--- src/rtl/baccarat_pkg.sv ---
// ============================================================================
// baccarat_pkg : round-state encoding and scoring thresholds for baccarat.
// Rev 1.0
// ============================================================================
`default_nettype none

package baccarat_pkg;

  typedef enum logic [3:0] {
    IDLE  = 4'd0,
    P1    = 4'd1,
    D1    = 4'd2,
    P2    = 4'd3,
    D2    = 4'd4,
    CHK   = 4'd5,
    P3    = 4'd6,
    BCHK  = 4'd7,
    D3    = 4'd8,
    SCORE = 4'd9,
    DONE  = 4'd10
  } state_e;

  localparam logic [3:0] NATURAL_MIN      = 4'd8;
  localparam logic [3:0] PLAYER_STAND_MIN = 4'd6;
  localparam logic [3:0] DEALER_STAND     = 4'd7;

endpackage

`default_nettype wire

--- src/rtl/banker_draw_rule.sv ---
// ============================================================================
// banker_draw_rule : banker third-card decision after the player has drawn.
// Rev 1.0
// ============================================================================
`default_nettype none

module banker_draw_rule
  import baccarat_pkg::*;
(
  input  logic [3:0] dscore,
  input  logic [3:0] pcard3,
  output logic       draw
);

  always_comb begin
    draw = 1'b0;
    if (dscore < 4'd3) begin
      draw = 1'b1;
    end else if (dscore >= DEALER_STAND) begin
      draw = 1'b0;
    end else begin
      case (dscore)
        4'd3:    draw = (pcard3 != 4'd8);
        4'd4:    draw = (pcard3 >= 4'd2) && (pcard3 <= 4'd7);
        4'd5:    draw = (pcard3 >= 4'd4) && (pcard3 <= 4'd7);
        4'd6:    draw = (pcard3 >= 4'd6) && (pcard3 <= 4'd7);
        default: draw = 1'b0;
      endcase
    end
  end

endmodule

`default_nettype wire

--- src/rtl/baccarat_controller.sv ---
// ============================================================================
// baccarat_controller : round FSM issuing card-load strobes and win lights.
// Optional AUTO_RESTART_EN: restart the round after HOLD_CYCLES in DONE.
// Rev 1.0
// ============================================================================
`default_nettype none

module baccarat_controller
  import baccarat_pkg::*;
#(
  parameter int unsigned HOLD_CYCLES = 8
) (
  input  logic       slow_clock,
  input  logic       reset,
  input  logic [3:0] pscore_in,
  input  logic [3:0] dscore_in,
  input  logic [3:0] pcard3_in,
  output logic       load_pcard1,
  output logic       load_pcard2,
  output logic       load_pcard3,
  output logic       load_dcard1,
  output logic       load_dcard2,
  output logic       load_dcard3,
  output logic       player_win_light,
  output logic       dealer_win_light,
  output logic       round_done
);

  state_e state_q, state_d;
  logic   player_win_q, player_win_d;
  logic   dealer_win_q, dealer_win_d;
  logic   banker_draw;

  if (HOLD_CYCLES < 1 || HOLD_CYCLES > 255) begin : g_hold_range_check
    $error("HOLD_CYCLES must lie in 1..255");
  end

  banker_draw_rule u_banker_draw_rule (
    .dscore (dscore_in),
    .pcard3 (pcard3_in),
    .draw   (banker_draw)
  );

`ifdef AUTO_RESTART_EN
  localparam logic [7:0] HOLD_LAST = 8'(HOLD_CYCLES - 1);
  logic [7:0] hold_cnt_q, hold_cnt_d;

  always_comb begin
    hold_cnt_d = (state_q == DONE) ? hold_cnt_q + 8'd1 : 8'd0;
  end

  always_ff @(posedge slow_clock or posedge reset) begin
    if (reset) hold_cnt_q <= 8'd0;
    else       hold_cnt_q <= hold_cnt_d;
  end
`endif

  always_comb begin
    state_d      = state_q;
    player_win_d = player_win_q;
    dealer_win_d = dealer_win_q;
    case (state_q)
      IDLE: state_d = P1;
      P1:   state_d = D1;
      D1:   state_d = P2;
      P2:   state_d = D2;
      D2:   state_d = CHK;
      // Out-of-range scores (10..15) fall into the natural branch.
      CHK: begin
        if (pscore_in >= NATURAL_MIN || dscore_in >= NATURAL_MIN) state_d = SCORE;
        else if (pscore_in < PLAYER_STAND_MIN)                    state_d = P3;
        else if (dscore_in < PLAYER_STAND_MIN)                    state_d = D3;
        else                                                      state_d = SCORE;
      end
      P3:   state_d = BCHK;
      BCHK: state_d = banker_draw ? D3 : SCORE;
      D3:   state_d = SCORE;
      SCORE: begin
        player_win_d = (pscore_in >= dscore_in);
        dealer_win_d = (dscore_in >= pscore_in);
        state_d      = DONE;
      end
      DONE: begin
`ifdef AUTO_RESTART_EN
        if (hold_cnt_q == HOLD_LAST) begin
          state_d      = P1;
          player_win_d = 1'b0;
          dealer_win_d = 1'b0;
        end
`endif
      end
      default: state_d = IDLE;
    endcase
  end

  always_ff @(posedge slow_clock or posedge reset) begin
    if (reset) begin
      state_q      <= IDLE;
      player_win_q <= 1'b0;
      dealer_win_q <= 1'b0;
    end else begin
      state_q      <= state_d;
      player_win_q <= player_win_d;
      dealer_win_q <= dealer_win_d;
    end
  end

  assign load_pcard1      = (state_q == P1);
  assign load_dcard1      = (state_q == D1);
  assign load_pcard2      = (state_q == P2);
  assign load_dcard2      = (state_q == D2);
  assign load_pcard3      = (state_q == P3);
  assign load_dcard3      = (state_q == D3);
  assign round_done       = (state_q == DONE);
  assign player_win_light = player_win_q;
  assign dealer_win_light = dealer_win_q;

endmodule

`default_nettype wire

--- config.mk ---
export PLATFORM = sky130hd
export DESIGN_NAME = baccarat_controller
export DESIGN_NICKNAME = d
export VERILOG_FILES = /design/src/rtl/baccarat_pkg.sv /design/src/rtl/banker_draw_rule.sv /design/src/rtl/baccarat_controller.sv
export SDC_FILE = /design/constraint.sdc
export NUM_CORES = 1
export LEC_CHECK = 0
export CAP_MARGIN = 20
export CORE_UTILIZATION = 35
export DETAILED_ROUTE_END_ITERATION = 10
export GPL_ROUTABILITY_DRIVEN = 0
export PLACE_DENSITY_LB_ADDON = 0.12
export SLEW_MARGIN = 10
export SYNTH_ARGS = -nofsm -noshare
export SYNTH_HDL_FRONTEND = slang
export SYNTH_SLANG_ARGS = --single-unit
--- constraint.sdc ---
create_clock -name slow_clock -period 1.39 [get_ports slow_clock]
set_input_delay 0.278 -clock slow_clock [delete_from_list [all_inputs] [get_ports slow_clock]]
set_output_delay 0.278 -clock slow_clock [all_outputs]
set_load 0.01 [all_outputs]
[After elaboration in Yosys (flattened, before gate mapping)]
Index checks and enable logic that the tools add are counted.
Operators by class
  magnitude comparators: 12
  eq/ne operators: 15
  reduce and logical (&&, ||, !) cells: 5
  mux-type cells: 8
Operator list (number)
  one-hot mux 4 bit (11 select lines): 1
  == test 4 x 3 -> 1 bit (second input constant): 7
  == test 4 x 2 -> 1 bit (second input constant): 3
  == test 4 bit (second input constant): 3
  greater-or-equal comparator 4 x 3 -> 1 bit (second input constant): 3
  greater-or-equal comparator 4 bit: 2
  greater-or-equal comparator 4 bit (second input constant): 2
  < comparator 4 x 3 -> 1 bit (second input constant): 2
  2-to-1 mux 4 bit: 2
  == test 4 x 1 -> 1 bit (second input constant): 1
  greater-or-equal comparator 4 x 2 -> 1 bit (second input constant): 1
  less-or-equal comparator 4 x 3 -> 1 bit (second input constant): 1
  logical NOT 4 bit: 1
  < comparator 4 x 2 -> 1 bit (second input constant): 1
  2-to-1 mux 1 bit: 4
  inequality test 4 bit (second input constant): 1
  one-hot mux 1 bit (4 select lines): 1
  logical AND 1 bit: 3
  logical OR 1 bit: 1
Word-level totals
  word-level logic and storage cells: 43
  flip-flop bits (word level): 6

[Depth between registers and ports, before layout]
  depth in word-level cells: 7
  mapped depth: 6
  mapped depth without buffers: 6

[Cells and area by module]
A second synthesis with hierarchy kept.
Second synthesis, totals
  cells, all modules: 63
  area total of the unflattened synthesis: 506.7 µm²
Modules (own cells, without submodules)
  baccarat_controller: area each 459.2 µm², cells each 56, times used 1
  banker_draw_rule: area each 47.5 µm², cells each 7, times used 1

[Least setup slack after synthesis]
OpenSTA, ideal clock, no wires.
  path kind: register -> output
  start: register state_q[1]
  end: output port load_dcard3
  buffers on the path: 1
  cell stages (with the launch flop): 3
  path slack: 0.039 ns
  arrival: 1.073 ns
  cell sequence: dfrtp_1 > clkbuf_1 > nor4b_1
Between the ends
  cells in the longest elaborated chain, start to end: 1
Ends and longest elaborated chain
  from (decl): RTL line baccarat_controller.sv:29  | state_e state_q, state_d;
  from (signal assigned): RTL line baccarat_controller.sv:102  | state_q <= state_d;
  == test 4 bit: RTL line baccarat_controller.sv:113  | assign load_dcard3 = (state_q == D3);
  to (decl): RTL line baccarat_controller.sv:23  | output logic load_dcard3,
Every way passes these cells.

[Worst setup path after layout]
  start: register state_q[2]
  end: output port round_done
Between the ends
  cells in the longest elaborated chain, start to end: 1
Ends and longest elaborated chain
  == test 4 bit: RTL line baccarat_controller.sv:114  | assign round_done = (state_q == DONE);
  to (decl): RTL line baccarat_controller.sv:26  | output logic round_done
Every way passes these cells.

==> impl_metrics.env <==
export IMPL_yosysUniqueCellTypes=28
export IMPL_root_buffer="clkbuf_4"
export IMPL_fin_tns_setup_ns=-0.184
export IMPL_nets=123
export IMPL_num_vias=611
export IMPL_fin_skew_ns=0.00366
export IMPL_dp_hpwl_um=1020
export IMPL_synth_seq_area_share_pct=29.9
export IMPL_hold_viol_final=0
export IMPL_critical_path_arrival_ns=1.22
export IMPL_first_iter_violations=7
export IMPL_rows=13
export IMPL_synthCells=64
export IMPL_hold_class="input port to asynchronous set/reset pin"
export IMPL_die_area_um2=1590
export IMPL_holdBufCountCts=0
export IMPL_antenna_found_initial=0
export IMPL_finalNonFillerCells=118
export IMPL_clk_path_buf_depth=2
export IMPL_powerDensity_nw_per_um2=1650
export IMPL_syn_nets=82
export IMPL_dpl_cell_count=109
export IMPL_place_area_um2=816
export IMPL_cts_sinks=6
export IMPL_ir_drop_mv=0.923
export IMPL_netlist_area_um2=503
export IMPL_slew_violations=0
export IMPL_critical_path_max_fanout=4
export IMPL_cts_max_level=1
export IMPL_ys_seq_elements=6
export IMPL_syn_avg_cell_area_um2=7.86
export IMPL_final_area_um2=895
export IMPL_cp_required_ns=1.11
export IMPL_finalHoldWorstSlack_ns=0.247
export IMPL_critPathLaunchType="flip-flop"
export IMPL_area_delta_synth_final_pct=77.9
export IMPL_outcome="complete, but fails checks"
export IMPL_first_global_vias=521
export IMPL_finalWirelength_um=1360
export IMPL_rsz0062_at_grt="true"
export IMPL_track_usage_pct=19.5
export IMPL_via_per_inst=5.18
export IMPL_ant_nets=0
export IMPL_placeableCoreArea_um2=1320
export IMPL_clk_pin_slew_ns=0.05
export IMPL_yosys_warnings=0
export IMPL_avgRoutedWirePerCell_um=11.5
export IMPL_grt_pass1_wl_um=2080
export IMPL_worstMarginPinSlew_ns=0.248
export IMPL_cts_made_buffers=3
export IMPL_setup_slack_ns=-0.110
export IMPL_finalCritPeriodShare_pct=108
export IMPL_power_leakage_nw=0.434
export IMPL_die_w_um=39.9
export IMPL_rr_worst_depth=4
export IMPL_slew_limit_headroom_pct=83.3
export IMPL_power_mw=1.48
export IMPL_diodes=0
export IMPL_overflow=0
export IMPL_fmax_ghz=0.666
export IMPL_timing_rr_start="state_q[2]"
export IMPL_setup_viol=4
export IMPL_maxCapViolCount=0
export IMPL_period_minus_slack_ns=1.50
export IMPL_initial_core_util_pct=38.2
export IMPL_insertion_delay_ns=0.25
export IMPL_drc=0
export IMPL_cts_tree="built"
export IMPL_violations="setup timing"
export IMPL_io_buffers=22
export IMPL_critPathKind="flip-flop to output port"
export IMPL_grt_max_degree=9
export IMPL_cp_startpoint="state_q[2]"
export IMPL_cp_end_kind="output port"
export IMPL_first_pass_iters=4
export IMPL_die_height_um=39.9
export IMPL_drive_gt1_share_pct=43.7
export IMPL_num_io_pins=23
==> flip-flops by register name, indices dropped and copies added (netlist names) <==
signal and count:
state_q 4, dealer_win_light 1, player_win_light 1
==> path summary, 6_finish.rpt <==
path	endpoint	slack, ns
setup / recovery	round_done	-0.11
hold / removal	state_q[2]	0.25
setup reg to reg	state_q[0]	0.03
hold reg to reg	dealer_win_light	0.51
max in group asynchronous	state_q[0]	0.92
min in group slow_clock	dealer_win_light	0.51
==> metal layers <==
layer	track usage, %	share of wire [%]
met5	0	0
met4	7.76	1.5
met3	1.70	4.1
met2	34.3	48
met1	23.9	46
==> layout make-up <==
type | instances | area [µm²]
timing repair buffer | 40 | 303
clock buffer | 3 | 22.5
tap | 15 | 18.8
multi-input combinational | 47 | 370
sequential | 6 | 154
inverter | 7 | 26.3
fill | 113 | 423
==> cells in the mapped netlist <==
cell type,instances,area (µm²)
a211o_1,1,8.76
a211oi_1,2,15.0
a21oi_1,6,30.0
a221oi_1,1,8.76
a31oi_1,1,6.26
buf_2,1,5.00
clkbuf_1,3,11.3
dfrtp_1,6,150
ha_1,4,50.1
inv_1,7,26.3
nand2_1,5,18.8
nand2b_1,3,18.8
nand3_1,1,5.00
nand4_1,1,6.26
nor2_1,4,15.0
nor2b_1,1,6.26
nor3_1,4,20.0
nor3b_1,1,7.51
nor4_1,1,6.26
nor4b_1,1,8.76
nor4bb_1,2,20.0
o21ai_0,2,10.0
o22a_1,1,8.76
o311ai_1,1,8.76
o31ai_1,1,7.51
or2b_1,1,7.51
or3b_1,1,8.76
or4_1,1,7.51
==> stage by stage <==
step | setup slack (ns) | util, %
2_1_floorplan | 0.0394 | -
3_3_place_gp | -0.429 | 61.9
3_5_place_dp | -0.465 | 61.9
4_1_cts | -0.122 | 66.4
5_1_grt | -0.169 | 67.9
6_report | -0.110 | 67.9
==> where the power goes <==
part           switching [mW]  internal (mW)  total, mW
sequential              0.128          0.265      0.393
combinational           0.404          0.516      0.919
clock                  0.0653         0.0978      0.163
==> timing repair <==
action                                  in CTS  in global routing
pin swaps                                    8                  2
endpoints found under the setup margin      12                  9
resized for setup                           56                  8
setup buffers                                5                  1
==> critical path, cell delays in order, from the launching register on <==
cell and delay, ns:
dfrtp_1 0.42, buf_6 0.14, nor4bb_2 0.24, buf_2 0.17
==> placed cells by master (no fill, tap or decap), types with 2 or more instances in the layout <==
| cell | instances |
|---|---|
| buf_4 | 16 |
| buf_2 | 9 |
| dlygate4sd2_1 | 8 |
| inv_1 | 7 |
| a21oi_1 | 6 |
| nand2_1 | 5 |
| ha_1 | 4 |
| nand2b_4 | 3 |
| clkbuf_4 | 3 |
| dfrtp_1 | 3 |
| clkdlybuf4s50_1 | 3 |
| dfrtp_2 | 3 |
| o21ai_0 | 2 |
| nor3_1 | 2 |
| nor2_1 | 2 |
| nor2_2 | 2 |
| nor3_2 | 2 |
| buf_6 | 2 |
==> cells by family (layout without fill, tap and decap cells) <==
group | Yosys count | in the layout | share of synthesized area [%]
and+or+nand+nor | 27 | 27 | 31.1
AOI/OAI and AO/OA | 16 | 16 | 20.6
buffers and inverters | 11 | 50 | 8.46
DFF | 6 | 6 | 29.8
adders and majority gates | 4 | 4 | 9.95
No activity file was read; power rests on OpenSTA's default activity.
==> RTL change: new RTL, same settings <==
Build with the macro `AUTO_RESTART_EN` defined.
--- a/src/rtl/baccarat_controller.sv
+++ b/src/rtl/baccarat_controller.sv
@@ -4,6 +4,8 @@
 // Rev 1.0
 // ============================================================================
 `default_nettype none
+
+`define AUTO_RESTART_EN
 
 module baccarat_controller
   import baccarat_pkg::*;
Check against the original RTL: no difference found for any inputs over 10 cycles, from zero or initial values and one cycle with reset high; that may be too few to reach the edited logic, so the function may still have changed.
==> RTL change against the unedited design <==
The flow still finishes with violations (negative setup slack). Power rose by 37%. Largest power group unchanged. Critical endpoint is now dealer_win_light$_DFFE_PP0P_. Synthesized area grew 79%. Critical path type is now reg -> reg. Worst setup slack got worse by 0.25 ns. Sequential cell count rose by 8. Register-to-register slack worse by 0.39 ns. Routed wire length increased by 81%. Non-clock buffer count increased by 26. Design area up 79%. Largest cell class unchanged. Synthesized cell count is 58% higher.
==> RTL change: results <==
[layout]
nFillCells = 204
buffers = 66
clkCellAreaFrac = 0.0141
seq_share = 0.220
nMultiInputCombCells = 75
n_all_inverters = 8
layout.nonclk_buf_frac = 0.346
drive_gt1_frac = 0.470
multi_input_area_share = 0.377

[critical_path]
arrival_ns = 1.91
reg2reg_to = "dealer_win_light$_DFFE_PP0P_"
cp_slowest_stage_delay_ns = 0.54
rr_startpoint = "hold_cnt_q[6]$_DFF_PP0_"
cp_max_fo = 2
cpLargestDelayFamily = "simple AND/OR/NAND/NOR gates"
reg2reg_depth = 3

[clock_network]
clkTransAtPathRegs_ns = 0.07
cts_resized = 53
clock_latency_ns = 0.27
cts_num_sinks = 14

[power_and_ir_drop]
pg_clk_uw = 216
irDropWorstVdd_v = 0.00103
finalPower_uw = 2020
powerDensity_nw_per_um2 = 1260

[logic_synthesis]
synth-xor-area-share = 0.0486
synth_compound_area_frac = 0.149
yosysUniqueCellTypes = 35
synthAdderAreaFrac = 0.0694
synthCells = 101
ys_seq_area_frac = 0.389
synth_commonest_cells = "16 x nor2_1, 14 x dfrtp_1, 8 x inv_1"
mappedNetlistNets = 120

[drt]
wl_met2_um = 1330
met3_length_um = 116
wl_um = 2460
drt_first_iter_violations = 11
routed_via_density = 4.94
first_pass_iters = 6

[sta]
holdWs_ns = 0.293
setup_ws_ns = -0.361
clock_skew_ns = 0.00172
slew_headroom = 0.812
fin_tns_setup_ns = -2.14
setup_viol = 12

[outcome]
outcome = "complete, but fails checks"
failed_checks = "negative setup slack"

[global_route]
grt_pass1_vias = 942
gr-usage-met1 = 0.191
grt_pass1_wl_um = 3840
grt_max_degree = 15

[placement]
post-place-ws_ns = -0.553
place_area_um2 = 1380
placedCellCount = 182
## RTL change: cell count changes in the layout (fill, tap and decap cells not counted), moves of 4 or more
cell | unedited run | this run
a21oi_1 | 6 | 2
buf_4 | 16 | 35
buf_6 | 2 | 10
clkdlybuf4s50_1 | 3 | 13
dfrtp_1 | 3 | 13
dlygate4sd2_1 | 8 | 2
nor2_1 | 2 | 13
## RTL change: worst max-delay path by stage
| stage | start | endpoint |
|---|---|---|
| finish | hold_cnt_q[6]$_DFF_PP0_ | dealer_win_light$_DFFE_PP0P_ |
| global route | hold_cnt_q[6]$_DFF_PP0_ | dealer_win_light$_DFFE_PP0P_ |
| CTS | hold_cnt_q[5]$_DFF_PP0_ | dealer_win_light$_DFFE_PP0P_ |
| detailed placement | pscore_in[1] | dealer_win_light$_DFFE_PP0P_ |
| global placement | pscore_in[1] | dealer_win_light$_DFFE_PP0P_ |
| floorplan | hold_cnt_q[4]$_DFF_PP0_ | dealer_win_light$_DFFE_PP0P_ |
